[config.mk]
export PLATFORM = sky130hd
export DESIGN_NAME = partition_engine
export DESIGN_NICKNAME = d
export VERILOG_FILES = /design/src/rtl/partition_engine.sv
export SDC_FILE = /design/constraint.sdc
export NUM_CORES = 1
export LEC_CHECK = 0
export ABC_AREA = 1
export CAP_MARGIN = 20
export CORE_MARGIN = 2
export CORE_UTILIZATION = 24
export CTS_CLUSTER_DIAMETER = 50
export DETAILED_ROUTE_END_ITERATION = 8
export PLACE_DENSITY = 0.39
export SLEW_MARGIN = 25
export SYNTH_ARGS = -nofsm -noshare
export SYNTH_HDL_FRONTEND = slang
export SYNTH_SLANG_ARGS = --single-unit
[constraint.sdc]
create_clock -name clock -period 4.64 [get_ports clock]
set_clock_uncertainty 0.05 [all_clocks]
set_input_delay 0.928 -clock clock [delete_from_list [all_inputs] [get_ports clock]]
set_output_delay 0.928 -clock clock [all_outputs]
set_load 0.02 [all_outputs]
[src/rtl/partition_engine.sv]
// partition_engine: Lomuto partition of array[lo..hi] around pivot array[hi], one element per cycle.
// Ascending puts keys <= pivot on the left; descending puts keys >= pivot on the left.
module partition_engine #(
    parameter int DATA_W = 8,
    parameter int DEPTH  = 8,
    parameter int IDX_W  = $clog2(DEPTH)
) (
    input  logic                      clock,
    input  logic                      reset,
    input  logic                      start,
    input  logic [IDX_W-1:0]          lo_ind,
    input  logic [IDX_W-1:0]          hi_ind,
    input  logic                      descending,
    input  logic [DATA_W*DEPTH-1:0]   array_in,
    output logic                      ready,
    output logic [DATA_W*DEPTH-1:0]   array_out,
    output logic [IDX_W-1:0]          pivot_ind_out,
    output logic                      part_valid,
    output logic                      err
);
    typedef enum logic {IDLE, SCAN} state_t;
    state_t state, state_nx;
    logic [DATA_W-1:0] arr [DEPTH];
    logic [DATA_W-1:0] fin [DEPTH];
    logic [DATA_W*DEPTH-1:0] fin_flat;
    logic [IDX_W-1:0] i, j, hi;
    logic dir, range_ok, take, accept, last;
    assign ready    = state == IDLE;
    assign accept   = ready && start;
    assign range_ok = hi_ind >= lo_ind && int'(hi_ind) < DEPTH;
    assign last     = j == hi;
    assign take     = dir ? arr[j] >= arr[hi] : arr[j] <= arr[hi];
    always_ff @(posedge clock) begin
        if (reset) state <= IDLE;
        else       state <= state_nx;
    end
    always_comb begin
        state_nx = state;
        if (state == IDLE) state_nx = accept && range_ok ? SCAN : IDLE;
        else               state_nx = last ? IDLE : SCAN;
    end
    // Final pivot swap, applied combinationally so completion can publish it directly.
    always_comb begin
        for (int k = 0; k < DEPTH; k++) fin[k] = arr[k];
        fin[i]  = arr[hi];
        fin[hi] = arr[i];
        fin_flat = '0;
        for (int k = 0; k < DEPTH; k++) fin_flat[(DEPTH-k)*DATA_W-1 -: DATA_W] = fin[k];
    end
    always_ff @(posedge clock) begin
        if (reset) begin
            for (int k = 0; k < DEPTH; k++) arr[k] <= '0;
            i             <= '0;
            j             <= '0;
            hi            <= '0;
            dir           <= 1'b0;
            array_out     <= '0;
            pivot_ind_out <= '0;
            part_valid    <= 1'b0;
            err           <= 1'b0;
        end else begin
            part_valid <= 1'b0;
            if (accept && range_ok) begin
                for (int k = 0; k < DEPTH; k++) arr[k] <= array_in[(DEPTH-k)*DATA_W-1 -: DATA_W];
                i   <= lo_ind;
                j   <= lo_ind;
                hi  <= hi_ind;
                dir <= descending;
            end else if (accept) begin
                array_out     <= array_in;
                pivot_ind_out <= lo_ind;
                err           <= 1'b1;
                part_valid    <= 1'b1;
            end else if (state == SCAN && !last) begin
                if (take) begin
                    arr[i] <= arr[j];
                    arr[j] <= arr[i];
                    i      <= i + 1'b1;
                end
                j <= j + 1'b1;
            end else if (state == SCAN) begin
                for (int k = 0; k < DEPTH; k++) arr[k] <= fin[k];
                array_out     <= fin_flat;
                pivot_ind_out <= i;
                err           <= 1'b0;
                part_valid    <= 1'b1;
            end
        end
    end
endmodule

## Yosys cells after proc, flatten, opt, wreduce, memory -nomap -nowiden

Memories as Yosys holds them, arrays and structs flattened. A register that Yosys moved wholly into a read port is not among the register bits.
Cells that the tools add are included.

| operators by class | value |
|---|---|
| add/subtract/negate cells | 2 |
| magnitude comparators | 7 |
| equal/unequal tests | 3 |
| multiplexer cells | 71 |
| bitwise gates (word level) | 20 |
| reduce and logical (&&, ||, !) cells | 15 |

Operators with widths:

| cell | number |
|---|---|
| 64-bit two-way mux | 3 |
| 8-bit two-way mux | 20 |
| 64-bit bitwise mux | 2 |
| 3-bit two-way mux | 18 |
| 8-bit demux with 3-bit select | 2 |
| 1-bit two-way mux | 26 |
| 1-bit OR | 16 |
| 8-bit OR reduction | 2 |
| 4-bit >= comparator (second input constant) | 2 |
| 8-bit >= comparator | 1 |
| 8-bit <= comparator | 1 |
| 4-bit by 1-bit < comparator with 1-bit output (second input constant) | 2 |
| 3-bit inverter with 4-bit output | 2 |
| 3-bit by 1-bit adder with 3-bit output (second input constant) | 2 |
| 3-bit AND reduction | 2 |
| 2-bit nonzero test | 3 |
| 1-bit logical AND | 5 |
| 3-bit == test | 1 |
| 3-bit >= comparator | 1 |
| 2-bit by 1-bit inequality test with 1-bit output (second input constant) | 1 |
| 2-bit inequality test (second input constant) | 1 |
| 1-bit inverter | 2 |
| 2-bit AND reduction | 1 |
| 2-bit OR reduction | 1 |
| 1-bit zero test | 1 |

| storage, ports and cells | value |
|---|---|
| register bits | 80 |
| memory bits (writable) | 64 |
| input bits | 74 |
| output and inout bits | 70 |
| word-level logic and storage cells | 128 |
| memories kept | 1 |

Memory list:

| name | words | bits a word | rd ports | clocked after memory_dff | wr ports | RTL line | RTL |
|---|---|---|---|---|---|---|---|
| arr | 8 | 8 | 11 | 3 | 8 | 23 | `logic [DATA_W-1:0] arr [DEPTH];` |

## Longest topological paths before layout

| depth | value |
|---|---|
| depth after elaboration | 10 |
| depth in mapped cells | 25 |
| depth with buffers taken out | 22 |

## Worst setup path after synthesis

Ideal clock, no wire load.

| path | value |
|---|---|
| kind | flip-flop to flip-flop |
| start point | register with a tool-made name |
| end point | memory arr[5][0] (enable) |
| setup time | 0.337 ns |
| arrival time | 3.011 ns |
| required time | 4.253 ns |
| setup slack | 1.242 ns |
| cell stages (with the launch flop) | 21 |
| path buffers | 4 |
| clock period less this slack | 3.398 ns |
| cell sequence | dfxtp_1 -> buf_2 -> inv_1 -> clkbuf_1 -> a21oi_1 -> o21ai_0 -> nand2_1 -> nand2_1 -> o21a_1 -> clkbuf_1 -> inv_1 -> ha_1 -> nand2_1 -> nor2_1 -> nand2_1 -> nand4_1 -> nand3_2 -> nor2_4 -> buf_4 -> nand2_1 -> nand3_1 |

RTL lines:

| item | RTL line |
|---|---|
| end: declaration | 23 |

==> impl_metrics.ini <==
[final_layout]
drive_gt1_frac = 0.06129
finalNetCount = 2146
design_area_sq_mm = 0.01475
fin_cells = 2737
final_common_cell = nand2_1
syn2layout_area_growth_pct = 24.66
post-route-util = 0.3020
final_cell_mix = 575 x nand2_1, 416 x nand3_1, 240 x a21oi_1

[logic_synthesis]
synth_area_sq_mm = 0.01184
yosysTopAreaCellShare = 0.1830
synth_edf_count = 64
synth_top_area_cell = nand2_1
synth_area_per_cell_sq_um = 6.101
synthFlopType = dfxtp_1
yosysWarnings = 0
ys_seq_area_frac = 0.3129
ys_async_sr_fraction = 0
synthTopCellsByArea = nand2_1 18%, nand3_1 18%, edfxtp_1 16%
synth_cell_types = 35
synth_seq_cells = 153
syn-num-nets = 2027
synthesis.instances = 1940

[floorplanning]
ioPinCount = 144
coreArea_sq_mm = 0.04885
start_util = 0.2423
die_x_um = 226.1
chipHeight_um = 226.1
row_count = 81
die_area_sq_mm = 0.05111

[run_status]
status = complete, no violations

[timing]
drv_slew = 0
min_period_ns = 4.226
setup_viol = 0
worst_pin_slew_ns = 0.9291
slew_headroom = 0.3789
max_freq_mhz = 236.6
hold_viol = 0
min_period_over_period = 0.9108
rsz0062_at_grt = false
setup_tns_ns = 0

[clocking]
cts_tree = yes
clk_latency_ns = 0.51
clk_path_buf_depth = 2
htree_levels = 4
cts_buffers = 17
clock-sinks = 153
hold_buffers = 0
cts_post_setup_buffers_inserted = 0
ctsResizeCount = 0
cts-root-buf = clkbuf_16
path_clk_slew_ns = 0.08

[min_path]
min_path_type = reg2reg
holdPathStages = 2
worstHoldStart = array_out[55]
hold_end = array_out[55]

[placed_design]
postPlaceCellArea_sq_mm = 0.01418
hpwl_um = 53390
io_buffer_count = 143
place_congestion = 0.9841
dp_cells = 2704

[critical_path]
rr_worst_depth = 16
worstSetupStartpointType = flip-flop
ff2ff_setup_slack_ns = 0.41
end_kind = flip-flop
crit_arrival_ns = 4.33
cp.required_ns = 4.74
r2r-end = arr[7][4]
critPathKind = reg2reg
cp_max_fo = 58

[detailed_routing]
drtIter0Drc = 2122
vias = 14400
viasPerCell = 5.260
wl_per_cell_um = 25.45
wirelength_um = 69660
route.antenna.remaining_nets = 0
firstDrtPassIters = 8
drc = 0

[grt]
grt_pass1_vias = 13210
antenna_found_initial = 1
grtUsageTotal = 0.2729
grt_start_max_net_pins = 74
grt-ovfl-total = 0
grt_pass1_wl_um = 98020

[pwr]
irDropWorstVdd_mv = 0.3240
power_leakage_nw = 6.501
power.density_mw_per_mm2 = 459.2

[flow_run]
maxCapViolations = 0
==> through the flow <==
| stage | worst slack, ns | hold slack, ns | total power (W) |
|---|---|---|---|
| finish | 0.4137 | 0.4203 | 0.006775 |
| global route | 0.1148 | 0.4508 | 0.007053 |
| CTS | 0.4997 | 0.4276 | 0.006716 |
| detailed placement | 0.5378 | 0.4087 | 0.005229 |
| global placement | 0.5691 | 0.4098 | 0.005267 |
| floorplan | 1.242 | 0.4137 | 0.003483 |
==> cell families after synthesis <==
group	after synthesis	synth area share
fa+ha+maj	13	0.01374
xor+xnor	5	0.003700
simple gates	1035	0.3790
buf+inv	297	0.1006
compound gates	437	0.1900
flops	153	0.3129
==> routing by layer <==
metal / up-vias / track usage / share of wire
li1: 6774 / - / -
met4: 0 / 0.09465 / 0.029
met3: 94 / 0.06349 / 0.091
met1: 6787 / 0.3990 / 0.47
met5: - / 0 / 0
met2: 741 / 0.3873 / 0.41
==> report_power, final <==
part	leakage (nW)	internal [W]	switching (W)
registers	1.42	0.00167	0.000249
logic	4.80	0.000951	0.00244
clock network	0.283	0.000801	0.000664
==> Yosys cell counts (all sizes together) (7+ instances only) <==
cell and count:
nand2 584, nand3 418, a21oi 240, inv 177, o21ai 171, dfxtp 89
clkbuf 65, edfxtp 64, buf 47, nor2 20, ha 13, o211ai 9
clkinv 8, nor3 8, a31oi 7, o21bai 7
==> worst max path at each step <==
stage	depth (start not counted)	to	from
global placement	19	arr[7][4]	flip-flop
global route	16	arr[7][4]	flip-flop
finish	16	arr[7][4]	flip-flop
detailed placement	16	arr[7][7]	flip-flop
floorplan	20	arr[5][0]	flip-flop
CTS	16	arr[7][6]	flip-flop
==> flip-flops by register name (all words and copies together) (netlist names), named ones only <==
| name | count |
|---|---|
| arr | 64 |
| array_out | 64 |
| dir | 1 |
| err | 1 |
| hi | 3 |
| i | 3 |
| j | 3 |
| part_valid | 1 |
| pivot_ind_out | 3 |
| state | 1 |
==> area by class of cell <==
| class | instances | area, sq um |
|---|---|---|
| Fill cell | 5535 | 34100 |
| Multi-Input combinational cell | 1490 | 6974 |
| Sequential cell | 153 | 3704 |
| Timing Repair Buffer | 212 | 1974 |
| Tap cell | 664 | 830.8 |
| Inverter | 185 | 694.4 |
| Clock buffer | 23 | 490.5 |
| Clock inverter | 9 | 83.83 |
| Antenna cell | 1 | 2.502 |
==> worst max-delay path, cell delays in order (launching register included) <==
cell and delay, ns:
dfxtp_1 0.31, inv_1 0.65, o21ai_0 0.22, nand2_1 0.16
inv_1 0.05, o21ai_0 0.36, inv_1 0.16, ha_1 0.30
nand2_1 0.04, nor2_1 0.08, nand2_1 0.07, nand4_1 0.11
nand3_2 0.14, nor2_4 0.13, buf_12 0.27, nand2_1 0.29
nand3_1 0.42
(Power assumes the default switching activity.)
